**src/rtl/marquee_scroller.sv**
```systemverilog
// rtl/marquee_scroller.sv - scrolling/static 7-segment message marquee with fixed message ROM
// Optional macro MARQUEE_BLINK_EN makes static mode blink on every scroll tick.
module marquee_scroller #(
  parameter int DIGITS  = 4,
  parameter int DIVISOR = 9000000
) (
  input  logic                  clk,
  input  logic                  rst_n,
  input  logic [2:0]            msg_sel,
  input  logic [1:0]            mode,
  input  logic                  pause,
  output logic [DIGITS*7-1:0]   display,
  output logic                  busy,
  output logic                  done
);

  localparam logic [1:0] MODE_OFF    = 2'b00;
  localparam logic [1:0] MODE_LOOP   = 2'b01;
  localparam logic [1:0] MODE_ONCE   = 2'b10;
  localparam logic [1:0] MODE_STATIC = 2'b11;

  localparam logic [6:0] CH_A = 7'd119, CH_C = 7'd57,  CH_E = 7'd121, CH_G = 7'd111;
  localparam logic [6:0] CH_H = 7'd118, CH_I = 7'd25,  CH_L = 7'd56,  CH_N = 7'd84;
  localparam logic [6:0] CH_O = 7'd63,  CH_P = 7'd115, CH_R = 7'd80,  CH_S = 7'd109;
  localparam logic [6:0] CH_T = 7'd120, CH_U = 7'd28,  CH_W = 7'd29,  CH_Y = 7'd110;
  localparam logic [6:0] CH_B = 7'd0;

  // Character 0 of each message sits in the least significant 7 bits.
  localparam logic [76:0] MSG1 = 77'({CH_A, CH_L, CH_O, CH_H});
  localparam logic [76:0] MSG2 = 77'({CH_O, CH_R, CH_E, CH_H, CH_B, CH_E, CH_S, CH_O, CH_O, CH_H, CH_C});
  localparam logic [76:0] MSG3 = 77'({CH_N, CH_I, CH_W, CH_B, CH_U, CH_O, CH_Y});
  localparam logic [76:0] MSG4 = 77'({CH_T, CH_S, CH_O, CH_L, CH_B, CH_U, CH_O, CH_Y});
  localparam logic [76:0] MSG5 = 77'({CH_N, CH_I, CH_A, CH_G, CH_A, CH_B, CH_Y, CH_A, CH_L, CH_P});

  localparam logic [27:0] DIV_LAST = 28'(DIVISOR - 1);

  function automatic logic [4:0] msg_len(input logic [2:0] id);
    case (id)
      3'd1:    msg_len = 5'd4;
      3'd2:    msg_len = 5'd11;
      3'd3:    msg_len = 5'd7;
      3'd4:    msg_len = 5'd8;
      3'd5:    msg_len = 5'd10;
      default: msg_len = 5'd0;
    endcase
  endfunction

  function automatic logic [6:0] rom_char(input logic [2:0] id, input logic [4:0] i);
    logic [76:0] m;
    case (id)
      3'd1:    m = MSG1;
      3'd2:    m = MSG2;
      3'd3:    m = MSG3;
      3'd4:    m = MSG4;
      3'd5:    m = MSG5;
      default: m = '0;
    endcase
    rom_char = (i < msg_len(id)) ? m[7*i +: 7] : 7'd0;
  endfunction

  logic [2:0]  msg_q;
  logic [1:0]  mode_q;
  logic [27:0] div_cnt;
  logic [4:0]  idx;
  logic [4:0]  last_idx;
  logic        tick;
  logic        restart;
  logic [DIGITS*7-1:0] static_disp;
`ifdef MARQUEE_BLINK_EN
  logic        blink_off;
`endif

  assign tick     = (div_cnt == DIV_LAST);
  assign restart  = (msg_sel != msg_q) || (mode != mode_q);
  assign last_idx = msg_len(msg_q) + 5'(DIGITS - 1);

  always_comb begin
    static_disp = '0;
    for (int k = 0; k < DIGITS; k++)
      static_disp[7*k +: 7] = rom_char(msg_q, 5'(k));
  end

  always_ff @(posedge clk) begin
    if (!rst_n) begin
      msg_q     <= '0;
      mode_q    <= MODE_OFF;
      div_cnt   <= '0;
      idx       <= '0;
      display   <= '0;
      busy      <= 1'b0;
      done      <= 1'b0;
`ifdef MARQUEE_BLINK_EN
      blink_off <= 1'b0;
`endif
    end else if (restart) begin
      // A restart always wins, even over a coincident tick or pause.
      msg_q     <= msg_sel;
      mode_q    <= mode;
      div_cnt   <= '0;
      idx       <= '0;
      display   <= '0;
      busy      <= (mode == MODE_LOOP) || (mode == MODE_ONCE);
      done      <= 1'b0;
`ifdef MARQUEE_BLINK_EN
      blink_off <= 1'b0;
`endif
    end else begin
      done <= 1'b0;
      if (mode_q == MODE_OFF) begin
        display <= '0;
        busy    <= 1'b0;
        div_cnt <= '0;
      end else if (!pause) begin
        div_cnt <= tick ? '0 : div_cnt + 28'd1;
        if (mode_q == MODE_STATIC) begin
          busy <= 1'b0;
`ifdef MARQUEE_BLINK_EN
          if (tick)
            blink_off <= ~blink_off;
          display <= (blink_off ^ tick) ? '0 : static_disp;
`else
          display <= static_disp;
`endif
        end else if (busy) begin
          if (tick) begin
            display <= {rom_char(msg_q, idx), display[DIGITS*7-1:7]};
            if (idx == last_idx) begin
              idx <= '0;
              if (mode_q == MODE_ONCE) begin
                done <= 1'b1;
                busy <= 1'b0;
              end
            end else begin
              idx <= idx + 5'd1;
            end
          end
        end else begin
          // Scroll-once pass finished: hold blank until the next restart.
          display <= '0;
        end
      end
    end
  end

endmodule

```
**config.mk**
```make
export PLATFORM = sky130hd
export DESIGN_NAME = marquee_scroller
export DESIGN_NICKNAME = d
export VERILOG_FILES = /design/src/rtl/marquee_scroller.sv
export SDC_FILE = /design/constraint.sdc
export NUM_CORES = 1
export LEC_CHECK = 0
export CAP_MARGIN = 20
export CORE_MARGIN = 4
export CORE_UTILIZATION = 43
export DETAILED_ROUTE_END_ITERATION = 10
export HOLD_SLACK_MARGIN = 0.15
export PLACE_DENSITY_LB_ADDON = 0.12
export SYNTH_ARGS = -nofsm -noshare
export SYNTH_HDL_FRONTEND = slang
export SYNTH_SLANG_ARGS = --single-unit
```
**constraint.sdc**
```tcl
create_clock -name clk -period 4.45 [get_ports clk]
set_input_delay 0.6675 -clock clk [delete_from_list [all_inputs] [get_ports clk]]
set_output_delay 0.6675 -clock clk [all_outputs]
set_load 0.005 [all_outputs]
```
==> metrics.cfg, run 1 <==
[synth]
synth_cell_types=60
synth.cell_area_um2=4180
synth_area_per_cell_um2=7.68
synth-compound-area-share=0.234
synthXorXnorAreaFrac=0.0838
async_flop_share=0
synth_mux_area_frac=0.0120
synth_enable_flop_cells=0
synth_top_flop_cell=dfxtp_1
syn_nets=564
yosys.area_share.simple=0.257
synthAdderAreaFrac=0.0359
yosysSeqAreaShare=0.326
synth_cells=544
synth-seq-cells=68
synth_top_family_by_area=simple AND/OR/NAND/NOR gates
yosysWarningCount=0

[sta]
worst_slew_pin_slew_ns=0.899
setup_slack_ns=0.933
hold_violations=0
slew_headroom=0.399
finalCritPeriodShare=0.790
finalMaxSlewViolations=0
max_freq_ghz=0.284
period_needed_ns=3.52
clock_skew_ns=0.0157
setup_violations=0
rsz0062_at_grt=false
finalSetupTns_ns=0

[clocking]
clk_latency_ns=0.34
hold_buffers=0
cts_buffer_depth=2
clk_pin_slew_worst_paths_ns=0.08
clock_sinks=68
cts_setup_buffers=0
cts-root-buf=clkbuf_8
cts_buffers=9
htree_levels=3
cts_resized=0
cts_tree=yes

[power]
power.density_nw_per_um2=250
power_frac_clock=0.365
seq_power_share=0.515
p_total_w=0.00120
comb_power_share=0.121
switching_share=0.279
ir_worst_vdd_v=0.000204
p_leak_nw=1.58
p_int_w=0.000866
p_sw_w=0.000335

[detailed_routing]
vias_per_cell=5.88
drc=0
ant_nets=0
first_pass_iters=5
wl_per_cell_um=16.5
vias=4097
drtIter0Drc=303
routed_wl_um=11500

[setup_path]
cpLargestDelayFamily=compound AO/OA/AOI/OAI gates
path_class=reg -> reg
cp_data_arrival_time_ns=3.73
cp_slowest_cell=dfxtp_1
start_kind=flip-flop
worstPathRequired_ns=4.66
cp_num_buf_inv=0
crit_fanout=21
critPathMaxStageDelay_ns=0.80
crit_chain=nand2b_1, o21ai_0, o21ai_0, ha_1, or4_1, o211ai_1, o211ai_1, a2111oi_0, nor2_1
endpoint_kind=flip-flop

[hold_path]
hp-class=reg -> reg

[floorplanning]
io_pins=38
start_util=0.446
die_h_um=107
core_um2=9370
num_rows=35
die_area_um2=11400
die_x_um=107

[outcome]
outcome=finished, final reports clean

[cells_and_area]
fin_util=0.513
drive_gt1_frac=0.0616
fill_cells=977
design_area_um2=4810
syn2layout_area_growth_pct=15.1
n_antenna_cell=0
nets=583

[global_routing]
grt_usage=0.207
grt_max_degree=36
grt_overflow=0
antenna_found_initial=0
first_global_vias=3790
grt_first_pass_wirelength_um=19200

[job]
drv_cap=0

[placed_design]
place_area_um2=4640
pre_cts_ws_ns=1.05
place_congestion=0.906
dp_hpwl_um=8250
port_buffers=37

-- state kept, by name (all words and copies together) (netlist names) --
name / flops
idx: 5
busy: 1
done: 1
msg_q: 3
mode_q: 2
display: 28
div_cnt: 28
-- tightest hold or removal path, cell delays in order (launching register included) --
cell and delay (ns):
dfxtp_1 0.32, nand2_1 0.05, a21oi_1 0.06
-- synthesized netlist by cell type (all sizes together) (7+ instances only) --
| library cell | instances | area share |
|---|---|---|
| and2 | 10 | 0.015 |
| nand2b | 11 | 0.016 |
| clkbuf | 35 | 0.032 |
| nor2 | 76 | 0.068 |
| nand3 | 11 | 0.013 |
| a211oi | 13 | 0.023 |
| a311oi | 7 | 0.015 |
| nand2 | 36 | 0.032 |
| xor2 | 23 | 0.048 |
| o211ai | 8 | 0.014 |
| nor2b | 7 | 0.010 |
| nor3 | 11 | 0.013 |
| o21ai | 42 | 0.050 |
| ha | 12 | 0.036 |
| nand4 | 10 | 0.016 |
| a31oi | 7 | 0.010 |
| inv | 17 | 0.015 |
| a21oi | 40 | 0.048 |
| dfxtp | 68 | 0.33 |
| xnor2 | 17 | 0.036 |
-- area by class of cell --
| class | count | area [um^2] | area share |
|---|---|---|---|
| clock inverter | 6 | 41.3 | 0.00858 |
| inverter | 18 | 67.6 | 0.0140 |
| multi-input combinational | 419 | 2610 | 0.542 |
| timing repair buffer | 47 | 445 | 0.0926 |
| tap | 129 | 161 | 0.0336 |
| clock buffer | 10 | 128 | 0.0265 |
| sequential | 68 | 1360 | 0.283 |
-- metrics by stage --
step / std cells / hold slack, ns
detailed placement: 681 / 0.474
CTS: 697 / 0.475
finish: 697 / 0.472
floorplan: 544 / 0.460
global route: 697 / 0.509
global placement: 681 / 0.468
-- power by group through the flow --
| stage | sequential, W | clock [W] | combinational [W] |
|---|---|---|---|
| 3_5_place_dp | 0.000632 | 0 | 0.000142 |
| 4_1_cts | 0.000618 | 0.000453 | 0.000143 |
| 5_1_grt | 0.000619 | 0.000477 | 0.000160 |
| 6_report | 0.000618 | 0.000438 | 0.000145 |
| 2_1_floorplan | 0.000629 | 0 | 0.0000994 |
| 3_3_place_gp | 0.000632 | 0 | 0.000143 |
-- routing by layer --
metal / share of wire / track usage / routed length (um)
met1: 0.47 / 0.288 / 5420
met2: 0.45 / 0.319 / 5130
met3: 0.066 / 0.0494 / 756
met4: 0.017 / 0.0603 / 192
met5: 0 / 0 / 0
-- layout by cell type (no fill, tap or decap), types with 12 or more instances in the layout --
master and instances:
nor2_1 76, dfxtp_1 68, o21ai_0 42, a21oi_1 39, clkdlybuf4s50_1 37, nand2_1 36
xor2_1 23, inv_1 17, xnor2_1 17, a211oi_1 13, ha_1 12
-- kinds of logic (layout without fill, tap and decap cells) --
kind of cell	after synthesis	count (layout)
xor gates and xnor gates	40	40
buffers and inverters	57	81
AOI/OAI and AO/OA	151	151
adders and majority gates	12	12
DFF	68	68
and+or+nand+nor	211	211
muxes	5	5
-- final timing paths --
path,depth (start not counted),startpoint,slack [ns],end
max,9,msg_q[0],0.93,busy
min,2,display[7],0.47,display[0]
max reg2reg,9,msg_q[0],0.93,busy
min reg2reg,2,display[7],0.47,display[0]
No activity file was read; power rests on OpenSTA's default activity.
==> inputs of run 2 (changes only) <==
==> constraint.sdc (replaced) <==
create_clock -name clk -period 3.5 [get_ports clk]
set_input_delay 0.525 -clock clk [delete_from_list [all_inputs] [get_ports clk]]
set_output_delay 0.525 -clock clk [all_outputs]
set_load 0.005 [all_outputs]
==> run 2 against run 1 <==
Against the previous run: hold slack better by 0.013 ns; clock power up 52%; maximum frequency up 16%; routed wire length up 2.8%; sequential power up 27%; via count up 0.20%; clock skew down 0.0017 ns; sequential share of layout area down 0.58 points.
==> metrics.cfg, run 2 (same netlist as run 1, synthesis figures left out) <==
[power]
p_leak_nw=1.64  ; was 1.58 nW
ir_worst_vdd_v=0.000266  ; was 0.000204 V
power.density_nw_per_um2=335  ; was 250 nW/um^2

[setup_path]
worstPathRequired_ns=3.72  ; was 4.66 ns
path_class=reg -> reg  ; unchanged
cp_data_arrival_time_ns=3.24  ; was 3.73 ns
crit_fanout=8  ; was 21
endpoint_kind=flip-flop  ; unchanged
start_kind=flip-flop  ; unchanged

[detailed_routing]
first_pass_iters=5  ; unchanged
wl_per_cell_um=16.8  ; was 16.5 um
drtIter0Drc=287  ; was 303
routed_wl_um=11800  ; was 11500 um
ant_nets=0  ; unchanged
drc=0  ; unchanged
vias_per_cell=5.81  ; was 5.88
vias=4105  ; was 4097

[cells_and_area]
syn2layout_area_growth_pct=17.5  ; was 15.1%
final_common_cell=nor2_1  ; unchanged
layout_common_cells=76 x nor2_1, 68 x dfxtp_1, 42 x o21ai_0  ; unchanged
drive_gt1_frac=0.0763  ; was 0.0616
nets=592  ; was 583
fin_cells=706  ; was 697
reg_top3=display (28), div_cnt (28), idx (5)  ; unchanged
n_antenna_cell=0  ; unchanged

[outcome]
outcome=finished, final reports clean  ; unchanged

[clocking]
clk_pin_slew_worst_paths_ns=0.08  ; about the same
cts_buffers=9  ; unchanged
cts_setup_buffers=0  ; unchanged
cts_buffer_depth=2  ; unchanged
htree_levels=3  ; unchanged
hold_buffers=0  ; unchanged
cts_resized=0  ; unchanged
clk_latency_ns=0.35  ; was 0.34 ns
clock_sinks=68  ; unchanged
cts-root-buf=clkbuf_8  ; unchanged
cts_tree=yes  ; unchanged

[sta]
finalCritPeriodShare=0.864  ; was 0.790
rsz0062_at_grt=false  ; unchanged
slew_headroom=0.413  ; was 0.399
worst_slew_pin_slew_ns=0.879  ; was 0.899 ns
finalMaxSlewViolations=0  ; unchanged
setup_violations=0  ; unchanged
hold_violations=0  ; unchanged
setup_slack_ns=0.476  ; was 0.933 ns
period_needed_ns=3.02  ; was 3.52 ns
max_freq_ghz=0.331  ; was 0.284 GHz
clock_skew_ns=0.0140  ; was 0.0157 ns
finalSetupTns_ns=0  ; unchanged

[global_routing]
first_global_vias=3913  ; was 3790
grt_max_degree=35  ; was 36
grt_first_pass_wirelength_um=19800  ; was 19200 um
antenna_found_initial=0  ; unchanged
grt_usage=0.213  ; was 0.207
grt_overflow=0  ; unchanged

[placed_design]
place_congestion=0.985  ; was 0.906
pre_cts_ws_ns=0.558  ; was 1.05 ns
dp.cells=690  ; was 681
dp_hpwl_um=8560  ; was 8250 um
port_buffers=37  ; unchanged

[floorplanning]
num_rows=35  ; unchanged
die_area_um2=11400  ; unchanged
io_pins=38  ; unchanged
core_um2=9370  ; unchanged
start_util=0.446  ; unchanged
die_h_um=107  ; unchanged
die_x_um=107  ; unchanged

[job]
drv_cap=0  ; unchanged

[hold_path]
hp-class=reg -> reg  ; unchanged

## run 2: power by group
group	leakage, nW	internal [W]	switching (W)	total, W
registers	0.549	0.000778	0.00000668	0.000785
clock network	0.102	0.000366	0.000301	0.000667
logic	0.985	0.0000706	0.000120	0.000191
total	1.64	0.00121	0.000428	0.00164
## run 2: final timing paths
kind | endpoint | start | slack, ns | cells after the start
worst max-delay path | idx[1] | msg_q[0] | 0.48 | 9
worst min-delay path | display[15] | display[22] | 0.48 | 2
worst max register to register | idx[1] | msg_q[0] | 0.48 | 9
worst min register to register | display[15] | display[22] | 0.48 | 2
## run 2: through the flow
stage	hold WS (ns)	instance area (um^2)	power [W]	util
finish	0.484	4910	0.00164	0.524
global route	0.521	4910	0.00172	0.524
CTS	0.491	4910	0.00166	0.524
detailed placement	0.479	4710	0.000990	0.503
global placement	0.466	4710	0.000991	0.503
floorplan	0.460	4180	0.000927	-
## run 2: area by class of cell
class	instances	area, um^2
Inverter	18	67.6
Fill cell	930	4460
Clock inverter	4	47.5
Multi-Input combinational cell	419	2610
Timing Repair Buffer	56	513
Sequential cell	68	1360
Tap cell	129	161
Clock buffer	12	155
## run 2: routing by layer
metal,up-vias,track usage,part of all wire
li1,2015,-,-
met1,1915,0.292,0.46
met2,155,0.339,0.46
met3,20,0.0433,0.062
met4,0,0.0630,0.020
met5,-,0,0
## run 2: worst max-delay path, stage by stage, from the launching register on
cell and delay (ns):
dfxtp_1 0.48, nand2b_1 0.23, nor2_1 0.36, o21ai_0 0.22, ha_1 0.28, or4_1 0.49
o211ai_1 0.22, o21ai_0 0.13, o21bai_1 0.39, nor2_1 0.09
